`src/rtl/irq_vector_sequencer.sv`:
```
// rtl/irq_vector_sequencer.sv - single-level interrupt sequencer driving the PC redirect inputs
module irq_vector_sequencer #(
   parameter int unsigned NUM_IRQ       = 4,
   parameter logic [31:0] VECTOR_BASE   = 32'h0000_0100,
   parameter int unsigned VECTOR_STRIDE = 16,
   localparam int unsigned ID_W         = (NUM_IRQ > 1) ? $clog2(NUM_IRQ) : 1
) (
   input  logic               clk,
   input  logic               reset,
   input  logic [NUM_IRQ-1:0] irq_req,
   input  logic               mask_wr,
   input  logic [NUM_IRQ-1:0] mask_wdata,
   input  logic               global_en,
   input  logic [31:0]        pc,
   input  logic               instr_valid,
   input  logic               core_redirect,
   input  logic               mret,
   output logic               pc_jump,
   output logic [31:0]        pc_target,
   output logic [NUM_IRQ-1:0] irq_ack,
   output logic               in_handler,
   output logic [ID_W-1:0]    active_id,
   output logic [31:0]        epc
);

   typedef enum logic [1:0] {
      IDLE    = 2'd0,
      TAKE    = 2'd1,
      HANDLER = 2'd2,
      RETURN  = 2'd3
   } state_t;

   state_t             state;
   state_t             state_next;
   logic [NUM_IRQ-1:0] req_prev;
   logic [NUM_IRQ-1:0] pending;
   logic [NUM_IRQ-1:0] mask;
   logic [NUM_IRQ-1:0] eligible;
   logic [NUM_IRQ-1:0] ack_onehot;
   logic [ID_W-1:0]    win_id;
   logic [31:0]        vector_addr;
   logic               take_ok;
   logic               take;

   assign eligible    = pending & ~mask;
   assign ack_onehot  = NUM_IRQ'(1) << active_id;
   assign vector_addr = VECTOR_BASE + 32'(active_id) * VECTOR_STRIDE;

   // Entry is only allowed on a clean retirement boundary so epc = pc + 4 is a valid resume point.
   assign take_ok = global_en & (|eligible) & instr_valid & ~core_redirect & ~mret;

   // Lowest-index eligible source wins; scanning downward leaves the smallest index last.
   always_comb begin
      win_id = '0;
      for (int i = NUM_IRQ - 1; i >= 0; i--) begin
         if (eligible[i]) begin
            win_id = ID_W'(i);
         end
      end
   end

   // State register.
   always_ff @(posedge clk or posedge reset) begin
      if (reset) begin
         state <= IDLE;
      end else begin
         state <= state_next;
      end
   end

   // Next-state and redirect/ack outputs; jump and ack only exist in the one-cycle TAKE/RETURN states.
   always_comb begin
      state_next = state;
      pc_jump    = 1'b0;
      pc_target  = '0;
      irq_ack    = '0;
      in_handler = 1'b0;
      take       = 1'b0;
      case (state)
         IDLE: begin
            if (take_ok) begin
               take       = 1'b1;
               state_next = TAKE;
            end
         end
         TAKE: begin
            pc_jump    = 1'b1;
            pc_target  = vector_addr;
            irq_ack    = ack_onehot;
            state_next = HANDLER;
         end
         HANDLER: begin
            in_handler = 1'b1;
            if (mret && instr_valid) begin
               state_next = RETURN;
            end
         end
         RETURN: begin
            pc_jump    = 1'b1;
            pc_target  = epc;
            in_handler = 1'b1;
            state_next = IDLE;
         end
         default: begin
            state_next = IDLE;
         end
      endcase
   end

   // Edge capture, pending bookkeeping and mask; a fresh edge wins over the TAKE clear of the same bit.
   always_ff @(posedge clk or posedge reset) begin
      if (reset) begin
         req_prev <= '0;
         pending  <= '0;
         mask     <= '1;
      end else begin
         req_prev <= irq_req;
         pending  <= (pending & ~irq_ack) | (irq_req & ~req_prev);
         if (mask_wr) begin
            mask <= mask_wdata;
         end
      end
   end

   // Service context is captured at the entry decision and held until the next entry.
   always_ff @(posedge clk or posedge reset) begin
      if (reset) begin
         active_id <= '0;
         epc       <= '0;
      end else if (take) begin
         active_id <= win_id;
         epc       <= pc + 32'd4;
      end
   end

endmodule
```
`config.mk`:
```
export PLATFORM = sky130hd
export DESIGN_NAME = irq_vector_sequencer
export DESIGN_NICKNAME = d
export VERILOG_FILES = /design/src/rtl/irq_vector_sequencer.sv
export SDC_FILE = /design/constraint.sdc
export NUM_CORES = 1
export LEC_CHECK = 0
export CORE_MARGIN = 2
export CORE_UTILIZATION = 48
export CTS_BUF_LIST = sky130_fd_sc_hd__clkbuf_8
export CTS_CLUSTER_SIZE = 20
export DETAILED_ROUTE_END_ITERATION = 8
export PLACE_DENSITY = 0.88
export SLEW_MARGIN = 20
export SYNTH_ARGS = -nofsm -noshare
export SYNTH_HDL_FRONTEND = slang
export SYNTH_SLANG_ARGS = --single-unit
```
`constraint.sdc`:
```
create_clock -name clk -period 4.2 [get_ports clk]
set_clock_uncertainty 0.05 [all_clocks]
set_input_delay 0.84 -clock clk [delete_from_list [all_inputs] [get_ports clk]]
set_output_delay 0.84 -clock clk [all_outputs]
set_load 0.005 [all_outputs]
```
==> metrics.txt <==
# TYPE chip_impl_metric gauge
chip_impl_info{name="run_status",value="completed"} 1
chip_impl_metric{name="grt.overflow.total",unit=""} 0
chip_impl_metric{name="max-clock-path-buffers",unit=""} 2
chip_impl_metric{name="combPwrFrac",unit="%"} 48.6
chip_impl_metric{name="number_of_antenna_violations_at_the_first_check_in_global_routing",unit=""} 0
chip_impl_metric{name="fp-row-count",unit=""} 28
chip_impl_metric{name="power.share.clock",unit="%"} 18.0
chip_impl_info{name="path_type_of_the_worst_min_delay_path",value="reg2reg"} 1
chip_impl_metric{name="critPathArrivalTime",unit="ns"} 2.29
chip_impl_metric{name="reg2regPathDepth",unit=""} 7
chip_impl_info{name="rsz0062_at_grt",value="false"} 1
chip_impl_metric{name="final_layout_size_suffix_gt1_share",unit="%"} 16.4
chip_impl_info{name="worst_r2r_startpoint",value="state[0]$_DFFE_PP0P_"} 1
chip_impl_metric{name="largest_net_degree_at_the_start_of_global_routing",unit=""} 49
chip_impl_info{name="clock_tree.root_cell",value="sky130_fd_sc_hd__clkbuf_8"} 1
chip_impl_metric{name="post_cts_resize_count",unit=""} 0
chip_impl_metric{name="timing_worst_slew_pin_value",unit="ns"} 0.961
chip_impl_metric{name="max_cap_viol_count",unit=""} 0
chip_impl_metric{name="pwr_density_cell",unit="nW/um^2"} 583
chip_impl_metric{name="power.leakage",unit="nW"} 1.69
chip_impl_metric{name="drt.antenna.violating_nets",unit=""} 0
chip_impl_metric{name="fin_tns_setup",unit="ns"} 0
chip_impl_metric{name="report.final.setup_viol",unit=""} 0
chip_impl_metric{name="gr-usage-met3",unit="%"} 3.96
chip_impl_metric{name="detailroute.via_count",unit=""} 2431
chip_impl_metric{name="internal_power",unit="mW"} 1.72
chip_impl_info{name="critical_path.slowest_cell",value="sky130_fd_sc_hd__ha_1"} 1
chip_impl_metric{name="dr.pass1.iters",unit=""} 4
chip_impl_metric{name="critPathMaxStageDelay",unit="ns"} 0.81
chip_impl_metric{name="post-route-drc-count",unit=""} 0
chip_impl_metric{name="critical_path.max_fanout",unit=""} 34
chip_impl_metric{name="routed_wire_length_per_instance",unit="um"} 14.6
chip_impl_info{name="crit-reg2reg-capture",value="epc[13]$_DFFE_PP0P_"} 1
chip_impl_metric{name="globalRouteMet2Util",unit="%"} 39.6
chip_impl_metric{name="clkTransAtPathRegs",unit="ns"} 0.09
chip_impl_metric{name="place.detailed.hpwl",unit="mm"} 5.59
chip_impl_metric{name="syn-instance-count",unit=""} 287
chip_impl_info{name="cp-end-kind",value="primary output"} 1
chip_impl_metric{name="hold_path_depth",unit=""} 1
chip_impl_metric{name="final.fill_count",unit=""} 449
chip_impl_metric{name="cts_buf_count",unit=""} 5
chip_impl_metric{name="synthDistinctLibCells",unit=""} 46
chip_impl_metric{name="antenna_cells_inserted",unit=""} 0
chip_impl_metric{name="vias_cell",unit=""} 5.09
chip_impl_metric{name="placedInstanceArea",unit="sq um"} 4100
chip_impl_metric{name="globalRouteMet1Util",unit="%"} 26.9
chip_impl_metric{name="core-area",unit="sq um"} 5920
chip_impl_metric{name="syn_area",unit="sq um"} 2930
chip_impl_metric{name="synth-edff-count",unit=""} 0
chip_impl_metric{name="achievable-frequency",unit="MHz"} 315
chip_impl_metric{name="worst_skew_pair.late_latency",unit="ns"} 0.29
chip_impl_metric{name="floorplan.die.height",unit="um"} 82.1
chip_impl_info{name="cts_tree",value="built"} 1
chip_impl_metric{name="worst-endpoint-required",unit="ns"} 3.31
chip_impl_metric{name="place_congestion",unit=""} 0.880
chip_impl_metric{name="area.growth.synth_to_final",unit="%"} 45.4
chip_impl_metric{name="register_area",unit="sq um"} 1210
chip_impl_metric{name="grt_pass1_wl",unit="mm"} 11.4
chip_impl_metric{name="start_util",unit="%"} 49.4
chip_impl_metric{name="synth-async-reset-ratio",unit="%"} 100
chip_impl_metric{name="cts_hold_buffers",unit=""} 0
chip_impl_metric{name="portBuffers",unit=""} 118
chip_impl_info{name="hold_end",value="pending[1]$_DFF_PP0_"} 1
chip_impl_info{name="synthFlopType",value="sky130_fd_sc_hd__dfrtp_1"} 1
chip_impl_metric{name="synthesis_warnings",unit=""} 0
chip_impl_info{name="startpoint_type",value="register"} 1
chip_impl_metric{name="ys_ff_latch",unit=""} 48
chip_impl_metric{name="synth_fp_nets",unit=""} 340
chip_impl_metric{name="drv_slew",unit=""} 0
chip_impl_metric{name="cts_num_sinks",unit=""} 48
chip_impl_metric{name="layout_min_cycle_time",unit="ns"} 3.18
chip_impl_info{name="worstPathCellList",value="ha_1 > nand2_1 > nand2_1 > clkdlybuf4s50_1"} 1
chip_impl_metric{name="num_io_pins",unit=""} 119
chip_impl_info{name="critical-path-top-cell-by-count",value="sky130_fd_sc_hd__nand2_1"} 1
chip_impl_metric{name="worst-r2r-setup-slack",unit="ns"} 1.82
chip_impl_metric{name="route.final.wire_length",unit="mm"} 7.00
chip_impl_metric{name="total_switching_power",unit="uW"} 763
chip_impl_metric{name="multi_input_comb_area",unit="sq um"} 1560
chip_impl_metric{name="vdd_ir_drop_max",unit="mV"} 0.344
chip_impl_metric{name="report.final.hold_viol_count",unit=""} 0
chip_impl_metric{name="slew-limit-headroom",unit="%"} 36.0
chip_impl_metric{name="power_frac_seq",unit="%"} 33.3
chip_impl_metric{name="die_w",unit="um"} 82.1
chip_impl_info{name="timing_worst_setup_path_type",value="reg2out"} 1
chip_impl_metric{name="netSwitchingFraction",unit="%"} 30.8
chip_impl_metric{name="cts_htree_levels",unit=""} 2
chip_impl_metric{name="synthesis.area_per_instance",unit="sq um"} 10.2
chip_impl_info{name="global_route.peak_usage_layer",value="met2"} 1
chip_impl_metric{name="finished_cell_area",unit="sq um"} 4260
chip_impl_metric{name="drt_first_iter_violations",unit=""} 76
chip_impl_metric{name="first_global_vias",unit=""} 2460
chip_impl_metric{name="final.period_utilization",unit="%"} 75.7
chip_impl_metric{name="final_net_count",unit=""} 455
chip_impl_metric{name="die_area",unit="sq um"} 6740
chip_impl_metric{name="synth.yosys.seq_area_share",unit="%"} 41.2
chip_impl_metric{name="grt.total_usage",unit="%"} 21.8
chip_impl_metric{name="post_cts.repair.setup_buffers",unit=""} 0
chip_impl_info{name="holdCritStartpoint",value="req_prev[1]$_DFF_PP0_"} 1
## worst max-delay path, delay by kind of cell, from the launching register on
| kind | cells | cell delay, ns |
|---|---|---|
| AND/OR/NAND/NOR | 2 | 0.26 |
| flip-flops | 1 | 0.41 |
| buffers and inverters | 1 | 0.50 |
| adder cells (fa/ha/maj) | 1 | 0.81 |
## kinds of logic after synthesis
family          Yosys count  share of synthesized area, %
buf+inv                  23                          5.51
xor+xnor                 28                          8.38
compound gates           43                          11.8
mux                       8                          3.08
flops                    48                          41.2
simple gates            131                          27.5
fa+ha+maj                 6                          2.57
## cell type report
type                            instances  area share, %
Clock buffer                            5           1.62
Clock inverter                          3           2.12
Inverter                               11          0.999
Multi-Input combinational cell        216           36.6
Sequential cell                        48           28.3
Tap cell                               75           2.20
Timing Repair Buffer                  120           28.1
## how the worst max path moves through the flow
| stage | slack, ns | end | depth (start not counted) | startpoint |
|---|---|---|---|---|
| floorplan | 2.01 | epc[0]$_DFFE_PP0P_ | 4 | mret |
| global placement | 1.20 | epc[12]$_DFFE_PP0P_ | 7 | instr_valid |
| detailed placement | 1.09 | epc[19]$_DFFE_PP0P_ | 7 | instr_valid |
| CTS | 0.96 | pc_target[5] | 4 | state[0]$_DFFE_PP0P_ |
| global route | 0.79 | pc_target[5] | 4 | state[0]$_DFFE_PP0P_ |
| finish | 1.02 | pc_target[4] | 4 | state[0]$_DFFE_PP0P_ |
## synthesized netlist by cell type, types with 2 or more instances
cell | n | area [sq um]
sky130_fd_sc_hd__nand2_1 | 18 | 67.6
sky130_fd_sc_hd__nor2b_1 | 3 | 18.8
sky130_fd_sc_hd__nand4_1 | 5 | 31.3
sky130_fd_sc_hd__nand3_1 | 7 | 35.0
sky130_fd_sc_hd__dfrtp_1 | 44 | 1100
sky130_fd_sc_hd__nor4b_1 | 2 | 17.5
sky130_fd_sc_hd__mux2_2 | 7 | 78.8
sky130_fd_sc_hd__ha_1 | 6 | 75.1
sky130_fd_sc_hd__o21ai_0 | 5 | 25.0
sky130_fd_sc_hd__a21oi_2 | 28 | 245
sky130_fd_sc_hd__and3_1 | 6 | 37.5
sky130_fd_sc_hd__xor2_1 | 17 | 149
sky130_fd_sc_hd__and2_1 | 30 | 188
sky130_fd_sc_hd__buf_12 | 2 | 40.0
sky130_fd_sc_hd__o22ai_1 | 2 | 12.5
sky130_fd_sc_hd__dfstp_2 | 4 | 105
sky130_fd_sc_hd__nor4_4 | 3 | 63.8
sky130_fd_sc_hd__clkbuf_1 | 4 | 15.0
sky130_fd_sc_hd__xnor2_1 | 11 | 96.3
sky130_fd_sc_hd__buf_6 | 4 | 45.0
sky130_fd_sc_hd__inv_1 | 11 | 41.3
sky130_fd_sc_hd__nor2_1 | 38 | 143
sky130_fd_sc_hd__a21oi_1 | 3 | 15.0
sky130_fd_sc_hd__nor4_2 | 2 | 25.0
sky130_fd_sc_hd__nand3_2 | 2 | 20.0
sky130_fd_sc_hd__or2_2 | 3 | 18.8
## per-layer routing
layer	wire (um)	vias up	share of wire [%]
met1	2920	1149	42
li1	-	1188	-
met3	398	6	5.7
met2	3640	88	52
met4	43	0	0.61
met5	0	-	0
## cells in the final DEF, fill, tap and decap left out, types with 3 or more instances in the layout
cell type	Yosys	routed
sky130_fd_sc_hd__a21oi_1	3	3
sky130_fd_sc_hd__a21oi_2	28	28
sky130_fd_sc_hd__and2_1	30	30
sky130_fd_sc_hd__and3_1	6	6
sky130_fd_sc_hd__bufinv_16	0	3
sky130_fd_sc_hd__clkbuf_8	0	5
sky130_fd_sc_hd__clkdlybuf4s50_1	0	118
sky130_fd_sc_hd__dfrtp_1	44	44
sky130_fd_sc_hd__dfstp_2	4	4
sky130_fd_sc_hd__ha_1	6	6
sky130_fd_sc_hd__inv_1	11	10
sky130_fd_sc_hd__mux2_2	7	7
sky130_fd_sc_hd__nand2_1	18	18
sky130_fd_sc_hd__nand3_1	7	7
sky130_fd_sc_hd__nand4_1	5	5
sky130_fd_sc_hd__nor2_1	38	38
sky130_fd_sc_hd__nor2b_1	3	3
sky130_fd_sc_hd__nor4_4	3	3
sky130_fd_sc_hd__o21ai_0	5	5
sky130_fd_sc_hd__or2_2	3	3
sky130_fd_sc_hd__xnor2_1	11	11
sky130_fd_sc_hd__xor2_1	17	17
## state kept, by name, indices dropped and copies added (netlist names)
name	flops
active_id	2
epc	32
mask	4
pending	4
req_prev	4
state	2
## power by group through the flow
stage	Sequential (mW)	Clock, mW	Combinational (mW)
floorplan	0.806	0	0.496
global placement	0.822	0	1.17
global route	0.858	0.481	1.33
detailed placement	0.837	0	1.22
CTS	0.828	0.455	1.22
finish	0.827	0.447	1.21
## stage by stage
step	cells	hold WS, ns	utilization (%)	setup slack, ns	power, mW
2_1_floorplan	287	0.350	-	2.01	1.30
3_3_place_gp	470	0.357	69.2	1.20	2.00
3_5_place_dp	470	0.368	69.2	1.09	2.06
4_1_cts	478	0.382	71.9	0.964	2.51
5_1_grt	478	0.420	71.9	0.791	2.67
6_report	478	0.384	71.9	1.02	2.48
(Power assumes the default switching activity.)
